## src/rtl/johnson_counter.sv

```systemverilog
// 4-stage self-correcting Johnson counter: 8-state twisted ring with phase index
// and illegal-code flag; optional forced recovery from parasitic states.
module johnson_counter #(
  parameter logic [3:0] INIT_STATE = 4'b0000,
  parameter bit         RECOVER    = 1'b1
) (
  input  logic       clk,
  input  logic       reset,
  output logic       q0,
  output logic       q1,
  output logic       q2,
  output logic       q3,
  output logic [2:0] phase,
  output logic       illegal
);

  localparam int unsigned STAGES = 4;
  localparam int unsigned PHASE_W = 3;

  // r_state is {q0,q1,q2,q3}: bit 3 is the ring input stage
  logic [STAGES-1:0]  r_state;
  logic [STAGES-1:0]  w_next;
  logic [PHASE_W-1:0] w_phase;
  logic               w_illegal;

  // Decode the current code into its phase; anything off the ring is illegal
  always_comb begin
    w_phase   = PHASE_W'(0);
    w_illegal = 1'b0;
    case (r_state)
      4'b0000: w_phase = 3'd0;
      4'b1000: w_phase = 3'd1;
      4'b1100: w_phase = 3'd2;
      4'b1110: w_phase = 3'd3;
      4'b1111: w_phase = 3'd4;
      4'b0111: w_phase = 3'd5;
      4'b0011: w_phase = 3'd6;
      4'b0001: w_phase = 3'd7;
      default: w_illegal = 1'b1;
    endcase
  end

  // Twisted shift: inverted last stage feeds the first
  always_comb begin
    w_next = {~r_state[0], r_state[STAGES-1:1]};
    if (RECOVER && w_illegal) begin
      w_next = INIT_STATE;
    end
  end

  always_ff @(posedge clk or negedge reset) begin
    if (!reset) begin
      r_state <= INIT_STATE;
    end else begin
      r_state <= w_next;
    end
  end

  assign q0      = r_state[3];
  assign q1      = r_state[2];
  assign q2      = r_state[1];
  assign q3      = r_state[0];
  assign phase   = w_phase;
  assign illegal = w_illegal;

endmodule

```

## config.mk

```make
export PLATFORM = sky130hd
export DESIGN_NAME = johnson_counter
export DESIGN_NICKNAME = d
export VERILOG_FILES = /design/src/rtl/johnson_counter.sv
export SDC_FILE = /design/constraint.sdc
export NUM_CORES = 1
export LEC_CHECK = 0
export ABC_AREA = 1
export ABC_CLOCK_PERIOD_IN_PS = 1200
export BUFFER_PORTS_ARGS = -buffer_cell sky130_fd_sc_hd__buf_2
export CAP_MARGIN = 40
export CORE_AREA = 2 2 39 41
export CTS_CLUSTER_SIZE = 40
export DETAILED_ROUTE_END_ITERATION = 12
export DIE_AREA = 0 0 41 43
export GPL_TIMING_DRIVEN = 0
export SLEW_MARGIN = 15
export SYNTH_ARGS = -nofsm -noshare
export SYNTH_HDL_FRONTEND = slang
export SYNTH_SLANG_ARGS = --single-unit
```

## constraint.sdc

```tcl
create_clock -name clk -period 1.2 [get_ports clk]
set_clock_uncertainty 0.15 [all_clocks]
set_input_delay 0.06 -clock clk [delete_from_list [all_inputs] [get_ports clk]]
set_output_delay 0.06 -clock clk [all_outputs]
set_load 0.005 [all_outputs]
```

==> run_results.csv <==
group,metric,value,unit
status,outcome,"finished, violations left",
status,violations,"negative setup slack",
setup_path,slowest_stage,"dfrtp_1",
floorplanning,die_area,1763,um^2
setup_path,rr_worst_depth,6,
yosys,syn_inst,29,
final_layout,fin_nets,54,
placed_design,gp_congestion,0.7132,
yosys,synth_cell_type_count,13,
cts,insertion_delay,0.23,ns
setup_path,crit_path_cell_trace,"inv_2 -> nand3_2 -> nand2_2 -> nand2_4 -> and2_4 -> buf_6",
power,p_per_area,712.9,nW/um^2
sta,setup_viol,8,
min_path,hold_class,"reg2reg",
setup_path,path_class,"reg2out",
floorplanning,start_util,16.55,%
yosys,synth_area,229.0,um^2
route,first_iter_violations,1,
cts,cts_max_path_buffers,2,
setup_path,worstPathMaxFanout,5,
sta,setup_ws,-0.2345,ns
min_path,hold_depth,2,
final_layout,antenna_cells,0,
placed_design,dp_slack,-0.04739,ns
floorplanning,die_w,41,um
final_layout,finalCoreUtilization,31.56,%
setup_path,critPathArrivalTime,1.22,ns
sta,hold_viol_final,0,
floorplanning,ios,10,
grt,track_usage,9.375,%
floorplanning,rows,14,
grt,grt-ovfl-total,0,
final_layout,area_growth,90.71,%
power,max-vdd-ir-drop,0.5337,mV
yosys,syn_nets,31,
sta,final_max_slew_viol_count,0,
grt,grt_max_degree,6,
sta,post-route-min-period,1.434,ns
final_layout,largest_register,"r_state",
route,vias_per_cell,3.818,
sta,period_share,119.5,%
setup_path,startpoint_type,"flip-flop",
grt,grt_pass1_vias,245,
route,remaining_drc_errors,0,
route,wl_per_cell,8.909,um
placed_design,port_buffers,9,
final_layout,final_common_cell,"buf_2",
power,power,0.0003113,W
placed_design,dpl_cell_area,294.0,um^2
setup_path,critPathMaxStageDelay,0.40,ns
setup_path,end_kind,"output port",
cts,ctsHtreeMaxLevel,1,
sta,fmax,697.1,MHz
sta,relSlewSlack,88.36,%
final_layout,postLayoutCellArea,436.7,um^2
final_layout,largest_register_ffs,4,
cts,path_clk_slew,0.04,ns
final_layout,largestRegisters,"r_state: 4 flops",
placed_design,hpwl,378.4,um
cts,cts_tree,"yes",
route,vias,252,
final_layout,layout-drive-gt1-share,76.00,%
route,antenna_left,0,
job,cap_violations,0,
cts,cts_made_buffers,3,
route,first_pass_iters,2,
yosys,ys_seq_area_share,43.72,%
cts,cts_sinks,4,
yosys,ys_ff_latch,4,
yosys,yosysWarnings,0,
final_layout,final_cell_mix,"buf_2, buf_4, nand2_2",
sta,rsz0062_at_grt,"true",
grt,grt_antenna_before_repair,0,
floorplanning,core_area,1384,um^2
power,power_leakage,0.2172,nW
yosys,synth_area_per_cell,7.896,um^2
cts,cts-root-buf,"clkbuf_4",
sta,worstMarginPinSlew,0.1737,ns
setup_path,required,0.99,ns
floorplanning,die_h,43,um
route,wirelength,588,um
grt,grt_pass1_wl,1055,um
[layer usage]
layer | vias up | part of all wire [%] | GRT usage (%)
met1 | 110 | 49 | 13.36
met5 | - | 0 | 0
met3 | 0 | 7.1 | 4.712
met4 | 0 | 0 | 6.000
met2 | 8 | 44 | 10.63
li1 | 134 | - | -
[report_power, final]
| group | internal, W | leakage (nW) | switching, W |
|---|---|---|---|
| Clock | 0.000112 | 0.0138 | 0.0000530 |
| Combinational | 0.00000764 | 0.155 | 0.00000333 |
| Sequential | 0.000136 | 0.0480 | 0 |
[worst max-delay path, delay by kind of cell (launching register included)]
kind	cells	cell delay, ns
flip-flops	1	0.40
buffers and inverters	2	0.21
AND/OR/NAND/NOR	4	0.36
[per-stage QoR]
stage / setup TNS [ns] / hold WS [ns] / cells
floorplan: 0 / -0.3856 / 29
global placement: -0.04901 / -0.2841 / 54
detailed placement: -0.04739 / -0.2828 / 54
CTS: -0.6796 / 0.4307 / 66
global route: -1.383 / 0.4488 / 66
finish: -0.7102 / 0.4361 / 66
[synth_stat cells]
cell type	instances	area, um^2
nand3_1	1	5.000
nand2_1	5	18.77
nand2_2	4	25.02
clkinv_2	1	5.000
inv_2	1	3.750
o21ai_0	1	5.000
and2_1	1	6.260
inv_1	3	11.26
a21oi_1	5	25.02
xnor2_1	1	8.760
nand2_4	1	11.26
nor2_1	1	3.750
dfrtp_1	4	100.1
[final timing paths]
| path | startpoint | to | slack, ns |
|---|---|---|---|
| worst max-delay path | r_state[2]$_DFF_PN0_ | illegal | -0.23 |
| worst min-delay path | r_state[1]$_DFF_PN0_ | r_state[0]$_DFF_PN0_ | 0.44 |
| min in group asynchronous | reset | r_state[3]$_DFF_PN0_ | 0.54 |
| worst min register to register | r_state[1]$_DFF_PN0_ | r_state[0]$_DFF_PN0_ | 0.44 |
| max in group asynchronous | reset | r_state[1]$_DFF_PN0_ | 0.22 |
| worst max register to register | r_state[2]$_DFF_PN0_ | r_state[1]$_DFF_PN0_ | -0.04 |
[area by class of cell]
type	instances	area, um^2
clock buffer	3	22.52
tap	16	20.02
sequential	4	102.6
multi-input combinational	20	145.1
inverter	5	20.02
fill	149	947.2
timing repair buffer	18	126.4
[cells by family after synthesis]
family	synth area share, %
and+or+nand+nor	30.60
AOI/OAI and AO/OA	13.11
buffers and inverters	8.739
DFF	43.72
xor gates and xnor gates	3.826
[timing repair]
item	4_1_cts	5_1_grt
setup buffers	6	0
cloned	0	0
hold buffers	3	0
setup endpoints to repair	4	8
endpoints found under the hold margin	4	0
resized for setup	14	1
pin swaps	5	2
Power figures use the tool's default switching activity.
